===== config.mk =====
export PLATFORM = sky130hd
export DESIGN_NAME = ram_arbiter
export DESIGN_NICKNAME = d
export VERILOG_FILES = /design/src/rtl/ram_arbiter_pkg.sv /design/src/rtl/ram_arbiter_dff.sv /design/src/rtl/ram_arbiter.sv
export SDC_FILE = /design/constraint.sdc
export NUM_CORES = 1
export LEC_CHECK = 0
export ABC_AREA = 0
export BUFFER_PORTS_ARGS = -buffer_cell sky130_fd_sc_hd__buf_2
export CORE_AREA = 2 2 104 106
export DETAILED_ROUTE_END_ITERATION = 10
export DIE_AREA = 0 0 106 108
export RECOVER_POWER = 100
export SETUP_SLACK_MARGIN = 0.5
export SKIP_LAST_GASP = 1
export SLEW_MARGIN = 5
export SYNTH_ARGS = -nofsm -noshare
export SYNTH_HDL_FRONTEND = slang
export SYNTH_SLANG_ARGS = --single-unit

===== constraint.sdc =====
create_clock -name clk -period 1.8 [get_ports clk]
set_input_delay 0.09 -clock clk [delete_from_list [all_inputs] [get_ports clk]]
set_output_delay 0.09 -clock clk [all_outputs]
set_load 0.005 [all_outputs]

===== src/rtl/ram_arbiter_pkg.sv =====
// Shared constants and owner encodings for the fetch/data single-port RAM arbiter.
// The owner encoding names which requester the next-cycle RAM read data belongs to.
package ram_arbiter_pkg;

    localparam int XLEN_WIDTH = 32;

    typedef enum logic [1:0] {
        OWN_NONE = 2'd0,
        OWN_IF   = 2'd1,
        OWN_D    = 2'd2
    } owner_e;

    // A store never produces read data, so only fetches and loads claim the response slot.
    function automatic owner_e owner_next(input logic if_gnt, input logic d_gnt, input logic d_we);
        owner_e w_own;
        w_own = OWN_NONE;
        if (if_gnt) begin
            w_own = OWN_IF;
        end else if (d_gnt && !d_we) begin
            w_own = OWN_D;
        end
        return w_own;
    endfunction

endpackage


===== src/rtl/ram_arbiter_dff.sv =====
// Generic resettable register with a parameterised width and reset value.
module ram_arbiter_dff #(
    parameter int               WIDTH   = 1,
    parameter logic [WIDTH-1:0] RST_VAL = '0
) (
    input  logic             clk,
    input  logic             rst,
    input  logic [WIDTH-1:0] i_d,
    output logic [WIDTH-1:0] o_q
);

    logic [WIDTH-1:0] r_q;

    // NOTE: clocked state uses non-blocking assignments so every register samples pre-edge values.
    always_ff @(posedge clk or negedge rst) begin
        if (!rst) begin
            r_q <= RST_VAL;
        end else begin
            r_q <= i_d;
        end
    end

    assign o_q = r_q;

endmodule


===== src/rtl/ram_arbiter.sv =====
// Arbitrates a fetch port and a data port onto one single-port RAM: data wins by default,
// fetch wins after STARVE_MAX consecutive losses; read data returns one cycle after the grant.
module ram_arbiter
    import ram_arbiter_pkg::*;
#(
    parameter int XLEN       = XLEN_WIDTH,
    parameter int STARVE_MAX = 4
) (
    input  logic            clk,
    input  logic            rst,
    input  logic            if_req,
    input  logic [XLEN-1:0] if_addr,
    input  logic            if_kill,
    output logic            if_gnt,
    output logic            if_rvalid,
    output logic [XLEN-1:0] if_rdata,
    input  logic            d_req,
    input  logic            d_we,
    input  logic [XLEN-1:0] d_addr,
    input  logic [XLEN-1:0] d_wdata,
    output logic            d_gnt,
    output logic            d_rvalid,
    output logic [XLEN-1:0] d_rdata,
    output logic            ram_en,
    output logic            ram_we,
    output logic [XLEN-1:0] ram_addr,
    output logic [XLEN-1:0] ram_wdata,
    input  logic [XLEN-1:0] ram_rdata,
    output logic            pause_signal
);

    localparam int              CNT_W      = $clog2(STARVE_MAX + 1);
    localparam logic [CNT_W-1:0] STARVE_LIM = CNT_W'(STARVE_MAX);

    logic [CNT_W-1:0] r_starve_cnt;
    logic             r_if_dropped;
    logic [1:0]       w_owner_d;
    logic [1:0]       w_owner_q;
    owner_e           w_owner;
    logic             w_starved;
    logic             w_if_wins;
    logic             w_if_resp;
    logic             w_d_resp;

    // Grants are masked while reset is asserted so the RAM stays idle even if requests are held.
    assign w_starved = (r_starve_cnt == STARVE_LIM);
    assign w_if_wins = if_req & w_starved;
    assign if_gnt    = rst & if_req & (w_if_wins | ~d_req);
    assign d_gnt     = rst & d_req & ~w_if_wins;

    assign pause_signal = (if_req & ~if_gnt) | (d_req & ~d_gnt);

    // NOTE: every output of this block gets a default first, so no path can infer a latch.
    always_comb begin
        ram_en    = 1'b0;
        ram_we    = 1'b0;
        ram_addr  = '0;
        ram_wdata = '0;
        if (if_gnt) begin
            ram_en   = 1'b1;
            ram_addr = if_addr;
        end else if (d_gnt) begin
            ram_en    = 1'b1;
            ram_we    = d_we;
            ram_addr  = d_addr;
            ram_wdata = d_wdata;
        end
    end

    always_ff @(posedge clk or negedge rst) begin
        if (!rst) begin
            r_starve_cnt <= '0;
        end else if (!if_req || if_gnt) begin
            r_starve_cnt <= '0;
        end else if (!w_starved) begin
            r_starve_cnt <= r_starve_cnt + 1'b1;
        end
    end

    // A fetch killed in its own grant cycle still occupies the RAM, but its data is discarded.
    always_ff @(posedge clk or negedge rst) begin
        if (!rst) begin
            r_if_dropped <= 1'b0;
        end else begin
            r_if_dropped <= if_gnt & if_kill;
        end
    end

    assign w_owner_d = owner_next(if_gnt, d_gnt, d_we);

    ram_arbiter_dff #(
        .WIDTH   (2),
        .RST_VAL (OWN_NONE)
    ) u_owner_dff (
        .clk (clk),
        .rst (rst),
        .i_d (w_owner_d),
        .o_q (w_owner_q)
    );

    assign w_owner   = owner_e'(w_owner_q);
    assign w_if_resp = (w_owner == OWN_IF) & ~r_if_dropped & ~if_kill;
    assign w_d_resp  = (w_owner == OWN_D);

    assign if_rvalid = w_if_resp;
    assign if_rdata  = w_if_resp ? ram_rdata : '0;
    assign d_rvalid  = w_d_resp;
    assign d_rdata   = w_d_resp ? ram_rdata : '0;

endmodule


---- Word level (Yosys, flattened, before mapping) ----
Index checks and enable logic that the tools add are counted.
word-level totals
  memory bits (writable) .................. 0
  memories kept ........................... 0
  latch bits .............................. 0
  memory bits (read-only) ................. 0
  bits in registers ....................... 6
  logic and storage cells ................. 44
operators by class
  multipliers ............................. 0
  magnitude comparators ................... 0
  shift-type cells ........................ 0
  reductions and logical operators ........ 4
  mux-type cells .......................... 14
  div/mod/pow operators ................... 0
  eq/ne operators ......................... 4
  add/subtract/negate cells ............... 1
  bitwise gates (word level) .............. 18
operator list
  operator                                                          number
  32-bit two-way mux                                                6
  1-bit bitwise AND                                                 10
  3-bit two-way mux                                                 2
  1-bit inverter                                                    6
  1-bit two-way mux                                                 4
  2-bit two-way mux                                                 2
  3-bit by 1-bit adder with 3-bit output (second input constant)    1
  3-bit == test (second input constant)                             1
  2-bit by 1-bit == test with 1-bit output (second input constant)  1
  2-bit == test (second input constant)                             1
  1-bit logical NOT                                                 2
  2-bit by 1-bit != test with 1-bit output (second input constant)  1
  1-bit OR                                                          2
  1-bit logical AND                                                 1
  1-bit logical OR                                                  1

---- Logic depth before layout (Yosys ltp) ----
Gate-level depths: netlist (run 1).
  depth in word-level cells ............... 7
  depth in mapped cells ................... 6
  gate-level depth less buffers ........... 5

---- Cells and area by module ----
From an unflattened synthesis (run 1), not the netlist that was laid out.
unflattened totals
  cells, all modules ...................... 177
  area, all modules ....................... 1,312.5 sq um
modules (own cells, without submodules)
  module           cells each  area an instance (sq um)  seq. area each (sq um)  times used
  ram_arbiter      175         1,262.5                   100.1                   1
  ram_arbiter_dff  2           50.0                      50.0                    1

---- Least setup slack after synthesis (run 1) ----
OpenSTA, ideal clock, no wires.
  path kind ............................... register to output
  start point ............................. register r_starve_cnt[0]
  end point ............................... output ram_addr[10]
  cell stages (with the launch flop) ...... 7
  arrival ................................. 1,341 ps
  path slack .............................. 369 ps
  cells stage by stage .................... dfrtp_1 inv_1 ha_1 nand2_1 a21oi_4 buf_2 a22o_1
on the way
  longest elaborated chain between the ends .. 6
  elaborated cells on any way between the ends .. 8
  classes of those cells .................. eq/ne (1); mux (2); bitwise (5)
RTL lines
  what                    line               source
  from (decl)             ram_arbiter.sv:35  logic [CNT_W-1:0] r_starve_cnt;
  from (signal assigned)  ram_arbiter.sv:76  r_starve_cnt <= r_starve_cnt + 1'b1;
  3-bit == test (*)       ram_arbiter.sv:46  assign w_starved = (r_starve_cnt == STARVE_LIM);
  1-bit bitwise AND (*)   ram_arbiter.sv:47  assign w_if_wins = if_req & w_starved;
  1-bit inverter          ram_arbiter.sv:49  assign d_gnt = rst & d_req & ~w_if_wins;
  1-bit bitwise AND       ram_arbiter.sv:49
  32-bit two-way mux      ram_arbiter.sv:62  end else if (d_gnt) begin
  32-bit two-way mux (*)  ram_arbiter.sv:59  if (if_gnt) begin
  to (decl)               ram_arbiter.sv:26  output logic [XLEN-1:0] ram_addr,
Mark *: on every way between the ends. The rest lies on a longest branch, timed or not.

---- Worst setup path in the final report (run 1) ----
  start point ............................. register r_starve_cnt[0]
  end point ............................... output ram_addr[14]
The elaborated chain is that of the path after synthesis.

==> impl_metrics.yaml, run 1 <==
timing:
  slew_violations: 0
  clock.fmax_mhz: 582
  fin_skew_ns: 0.00357
  period_minus_slack_ns: 1.72
  hold_violations: 0
  finalCritPeriodShare: 0.955
  setup_viol: 0
  fin_setup_tns_ns: 0
  slew_headroom: 0.774
  finalWorstSetupSlack_ns: 0.0813
  grt_setup_unrepaired: "yes"
  worstMarginPinSlew_ns: 0.335
routing:
  drt_wl_total_um: 10100
  viasPerCell: 4.22
  drtAntennaViolNets: 0
  first_iter_violations: 97
  drc: 0
  dr.pass1.iters: 4
  vias: 2573
  routedWlPerCell_um: 16.5
setup_path:
  crit_chain: "inv_2 > ha_4 > a31oi_4 > buf_12 > clkbuf_16 > a22o_1 > buf_2"
  cp_slowest_stage_delay_ns: 0.38
  crit_family: "buffers and inverters"
  cp_max_fo: 9
  worstPathArrival_ns: 1.63
  cp.required_ns: 1.71
  worstSetupEndpointType: "output pin"
  slowest_stage: "dfrtp_1"
  crit_type: "reg2out"
  cp-start-kind: "flop"
  crit_buf_inv: 4
run_status:
  status: "complete, no violations"
final_layout:
  final_net_count: 612
  num_antenna_cells: 0
  drive_gt1_frac: 0.797
  fin_util: 0.391
  area_delta_synth_final_pct: 204
placed_design:
  dp_hpwl_um: 5860
  io_buffers: 268
  pre_cts_slack_ns: 0.289
  gp_congestion: 0.775
pwr:
  p_seq_frac: 0.145
  clkPwrFrac: 0.193
  p_sw_uw: 327
  ir_drop_v: 0.000152
  p_comb_frac: 0.662
  powerDensity_nw_per_um2: 257
  p_sw_frac: 0.318
  internal_power_uw: 700
  leakagePower_uw: 0.00224
global_route:
  grt-ovfl-total: 0
  track_usage: 0.132
  grt_pass1_vias: 2459
  grt_antenna_before_repair: 0
  grt_pass1_wl_um: 12000
  grt_max_degree: 35
synthesis:
  synth_most_common_cell: "and2_1"
  avgSynthCellArea_um2: 7.31
  ys_types: 21
  synthArstFlopShare: 1.00
  synth_warnings: 0
  synth_top_area_frac: 0.466
  ys_ff_latch: 6
  synth_fp_nets: 316
  syn-cell-area_um2: 1320
  yosysTopAreaCell: "and2_1"
  syn_inst: 180
  synth-seq-area-share: 0.114
  synth-edff-count: 0
  synth_commonest_cells: "and2_1 (98), a22o_1 (32), buf_2 (8), nand2_1 (8), dfrtp_1 (6)"
  synthTopCellsByArea: "and2_1 (47%), a22o_1 (21%), dfrtp_1 (11%)"
  synth-main-ff-cell: "dfrtp_1"
floorplan:
  fp.coreArea_um2: 10200
  die_h_um: 108
  ios: 269
  fp-row-count: 37
  fp.dieArea_um2: 11400
  dieWidth_um: 106
  start_util: 0.129
clock_tree:
  clock_path_buffers: 2
  cts_root_buf: "clkbuf_8"
  cts_sinks: 6
  cts.reportedPaths.clkPinSlew_ns: 0.04
  clk_latency_ns: 0.22
  numCtsBuffers: 3
  cts_tree: "yes"
  cts.htree.levels: 1
job:
  drv_cap: 0
hold_path:
  holdCritPathClass: "in2reg"
-- state kept, by name, summed over array words and instances (netlist names) --
signal           count
u_owner_dff.o_q      2
r_starve_cnt         3
r_if_dropped         1
-- kinds of logic after synthesis --
logic type      after synthesis  synth area share
compound gates               38             0.252
flops                         6             0.114
simple gates                113             0.525
buf+inv                      20            0.0818
fa+ha+maj                     3            0.0266
-- power by group through the flow --
stage,clock [uW],sequential [uW],combinational (uW)
floorplan,0,149,182
global placement,0,150,450
detailed placement,0,151,460
CTS,203,149,578
global route,214,150,733
finish,198,149,680
-- repair_timing --
action,in CTS,in global routing
pin swaps,49,22
endpoints found under the setup margin,134,137
gates resized for setup,71,87
setup buffers,12,4
cloned,10,8
hold endpoints to repair,6,0
hold buffers,1,0
-- worst paths after layout --
kind | start | end | slack (ns) | cells past startpoint
min in group asynchronous | rst | r_starve_cnt[2] | 0.46 | 2
max | r_starve_cnt[0] | ram_addr[14] | 0.08 | 7
min | d_we | u_owner_dff.o_q[1] | 0.03 | 2
min reg2reg | r_starve_cnt[0] | r_starve_cnt[0] | 0.58 | 3
max in group asynchronous | rst | u_owner_dff.o_q[0] | 1.10 | 2
max reg2reg | r_starve_cnt[0] | r_if_dropped | 0.41 | 8
-- final cells by class --
type,count,area [um^2]
Timing Repair Buffer,308,2370
Multi-Input combinational cell,154,1260
Fill cell,993,6230
Clock buffer,3,41.3
Tap cell,136,170
Sequential cell,6,150
Inverter,3,11.3
-- cells in the final DEF (no fill, tap or decap), types with 2 or more instances in the layout --
cell       netlist  final
buf_16           0      5
o21ai_0          2      2
buf_6            2     79
buf_2            8    203
clkbuf_1         5      2
and2_4           0     61
nand2_1          8      7
clkbuf_8         0      3
clkbuf_16        0      4
dfrtp_1          6      6
and2_1          98     37
buf_12           0      6
inv_2            0      2
a22o_1          32     32
buf_4            2      4
o22ai_1          2      2
buf_8            0      4
-- metal layers --
layer  GRT usage  part of all wire  vias to the layer above  routed length [um]
met4      0.0226             0.011                        0                 107
li1            -                 -                     1197                   -
met3      0.0115             0.051                        8                 516
met2       0.294              0.58                      156                5890
met1       0.131              0.35                     1212                3560
met5           0                 0                        -                   0
-- stage by stage --
step | area (um^2) | power, uW | hold WS, ns | cells
floorplan | 1340 | 331 | -0.206 | 180
global placement | 2820 | 601 | -0.0474 | 572
detailed placement | 2820 | 611 | -0.0452 | 572
CTS | 3460 | 930 | 0.0295 | 598
global route | 4000 | 1100 | 0.0361 | 610
finish | 4000 | 1030 | 0.0317 | 610
No activity file was read; power rests on OpenSTA's default activity.
==> inputs of run 2 (changes only) <==
SYNTH_HIERARCHICAL = 1   (was unset)
==> impl_metrics.yaml, run 2 <==
setup_path:
  r2r_start: "r_starve_cnt[1]"
  r2r-end: "u_owner_dff/o_q[1]"
  cp_max_fo: 5
  cp-start-kind: "flop"
  slowest_stage: "dfrtp_1"
  cp_slowest_stage_delay_ns: 0.37
  crit_type: "reg2out"
  worstPathArrival_ns: 1.64
  cp.required_ns: 1.71
  crit_chain: "inv_2 > ha_4 > a31oi_4 > buf_6 > clkbuf_2 > buf_8 > and2_4 > buf_6"
  rr_worst_depth: 8
  worstSetupEndpointType: "output pin"
  crit_top_cell: "buf_6"
  reg2reg_slack_ns: 0.33
final_layout:
  drive_gt1_frac: 0.600
  final_net_count: 596
  final_common_cell: "buf_2"
  num_antenna_cells: 0
  regMostFlops: "r_starve_cnt"
  fillCellCount: 1100
  final_cell_mix: "buf_2 (191), and2_1 (49), buf_6 (43), clkbuf_1 (43), and2_0 (37)"
  largest_reg_flops: 3
  finalNonFillerCells: 594
  area_delta_synth_final_pct: 152
  fin_util: 0.323
pwr:
  powerDensity_nw_per_um2: 266
  p_seq_frac: 0.170
  power_uw: 880
  ir_drop_v: 0.000142
  p_comb_frac: 0.598
  p_sw_uw: 286
  p_sw_frac: 0.325
  internal_power_uw: 594
  leakagePower_uw: 0.00181
  clkPwrFrac: 0.233
synthesis:
  synthXorXnorAreaFrac: 0
  synth-simple-area-share: 0.520
  synth_compound_area_frac: 0.262
  synth-edff-count: 0
  synth_adder_area_share: 0.0267
  ys_ff_latch: 6
  synth_warnings: 6
  synth_mux_area_frac: 0
  synth-main-ff-cell: "dfrtp_1"
  yosysTopAreaCell: "and2_1"
  synthArstFlopShare: 1.00
  synth_commonest_cells: "and2_1 (98), a22o_1 (32), buf_2 (8), dfrtp_1 (6), clkbuf_1 (5)"
  synth_top_family_by_area: "simple AND/OR/NAND/NOR gates"
  syn_inst: 177
  ys_types: 22
  synth_top_area_frac: 0.467
  syn-cell-area_um2: 1310
  avgSynthCellArea_um2: 7.42
  synthTopCellsByArea: "and2_1 (47%), a22o_1 (21%), dfrtp_1 (11%)"
  synth_most_common_cell: "and2_1"
  synth-seq-area-share: 0.114
  synth_fp_nets: 313
routing:
  drtAntennaViolNets: 0
  vias: 2392
  dr.pass1.iters: 4
  first_iter_violations: 57
  drc: 0
  routedWlPerCell_um: 13.5
  viasPerCell: 4.03
  drt_wl_total_um: 8020
timing:
  slew_headroom: 0.784
  setup_viol: 0
  slew_violations: 0
  period_minus_slack_ns: 1.73
  hold_violations: 0
  finalCritPeriodShare: 0.960
  finalWorstSetupSlack_ns: 0.0714
  worstMarginPinSlew_ns: 0.323
  clock.fmax_mhz: 578
  fin_setup_tns_ns: 0
  grt_setup_unrepaired: "yes"
  fin_skew_ns: 0.00622
placed_design:
  io_buffers: 268
  pre_cts_slack_ns: 0.331
  dp_hpwl_um: 5870
  gp_congestion: 0.791
  post-place-cells: 571
clock_tree:
  cts.htree.levels: 1
  cts_sinks: 6
  cts_root_buf: "clkbuf_8"
  cts.reportedPaths.clkPinSlew_ns: 0.04
  clock_path_buffers: 2
  numCtsBuffers: 3
  cts_tree: "yes"
  clk_latency_ns: 0.23
global_route:
  grt_antenna_before_repair: 0
  grt_pass1_vias: 2213
  grt_max_degree: 59
  grt-busiest-layer: "met2"
  use_met3: 0.0193
  met2_usage: 0.243
  grt-ovfl-total: 0
  track_usage: 0.119
  grt_pass1_wl_um: 10800
  grt_util_met1: 0.127
floorplan:
  fp.dieArea_um2: 11400
  die_h_um: 108
  start_util: 0.128
  ios: 269
  dieWidth_um: 106
  fp-row-count: 37
  fp.coreArea_um2: 10200
job:
  drv_cap: 0
hold_path:
  min_path_cells: 2
  min_from: "d_we"
  hold_end: "u_owner_dff/o_q[1]"
  holdCritPathClass: "in2reg"
run_status:
  status: "complete, no violations"
==> run 2: worst max-delay path: cells and delay by family (launching register included) <==
kind | cells | cell delay (ns)
AOI/OAI and AO/OA | 1 | 0.20
adders and majority gates | 1 | 0.18
buffers and inverters | 5 | 0.53
DFF | 1 | 0.37
and+or+nand+nor | 1 | 0.13
==> run 2: logic make-up (layout without fill, tap and decap cells) <==
| kind of cell | Yosys count | in the layout |
|---|---|---|
| fa+ha+maj | 3 | 3 |
| buf+inv | 19 | 300 |
| simple gates | 110 | 110 |
| compound gates | 39 | 39 |
| flops | 6 | 6 |
==> run 2: worst max path at each step <==
| stage | startpoint | depth (start not counted) | slack (ns) | endpoint |
|---|---|---|---|---|
| after detailed placement | r_starve_cnt[1] | 6 | 0.33 | ram_en |
| after CTS | r_starve_cnt[0] | 6 | 0.10 | ram_addr[23] |
| after floorplan | r_starve_cnt[1] | 6 | 0.50 | ram_addr[24] |
| final | r_starve_cnt[1] | 8 | 0.07 | ram_we |
| after global routing | r_if_dropped | 6 | 0.02 | if_rdata[12] |
| after global placement | r_starve_cnt[1] | 6 | 0.35 | ram_en |
==> run 2: power groups by stage <==
stage	logic [uW]	clock network (uW)	registers, uW
after global placement	454	0	149
after CTS	514	211	149
final	526	205	149
after global routing	576	218	149
after floorplan	183	0	148
after detailed placement	462	0	150
==> run 2: layout make-up <==
| class | instances | area [um^2] | share of cell area |
|---|---|---|---|
| repair buffers | 294 | 1790 | 0.542 |
| multi-input cells | 152 | 1140 | 0.345 |
| inverters | 3 | 11.3 | 0.00340 |
| well taps | 136 | 170 | 0.0514 |
| flip-flops and latches | 6 | 150 | 0.0454 |
| clock buffers | 3 | 41.3 | 0.0125 |
==> run 2: metrics by stage <==
step	hold WS, ns	instance area, um^2
final	0.0654	3310
after global routing	0.0739	3310
after CTS	0.0529	3130
after detailed placement	-0.0472	2840
after global placement	-0.0488	2840
after floorplan	-0.206	1350
==> run 2: layer usage <==
metal  share of wire  up-vias
li1                -     1161
met1            0.35     1090
met2            0.58      137
met3           0.063        4
met4          0.0035        0
met5               0        -
==> run 2: repair_timing <==
item,4_1_cts,5_1_grt
pin swaps,13,28
setup buffers,9,4
gates cloned,6,0
setup endpoints to repair,136,138
hold endpoints to repair,6,0
hold buffers,1,0
resized for setup,32,68
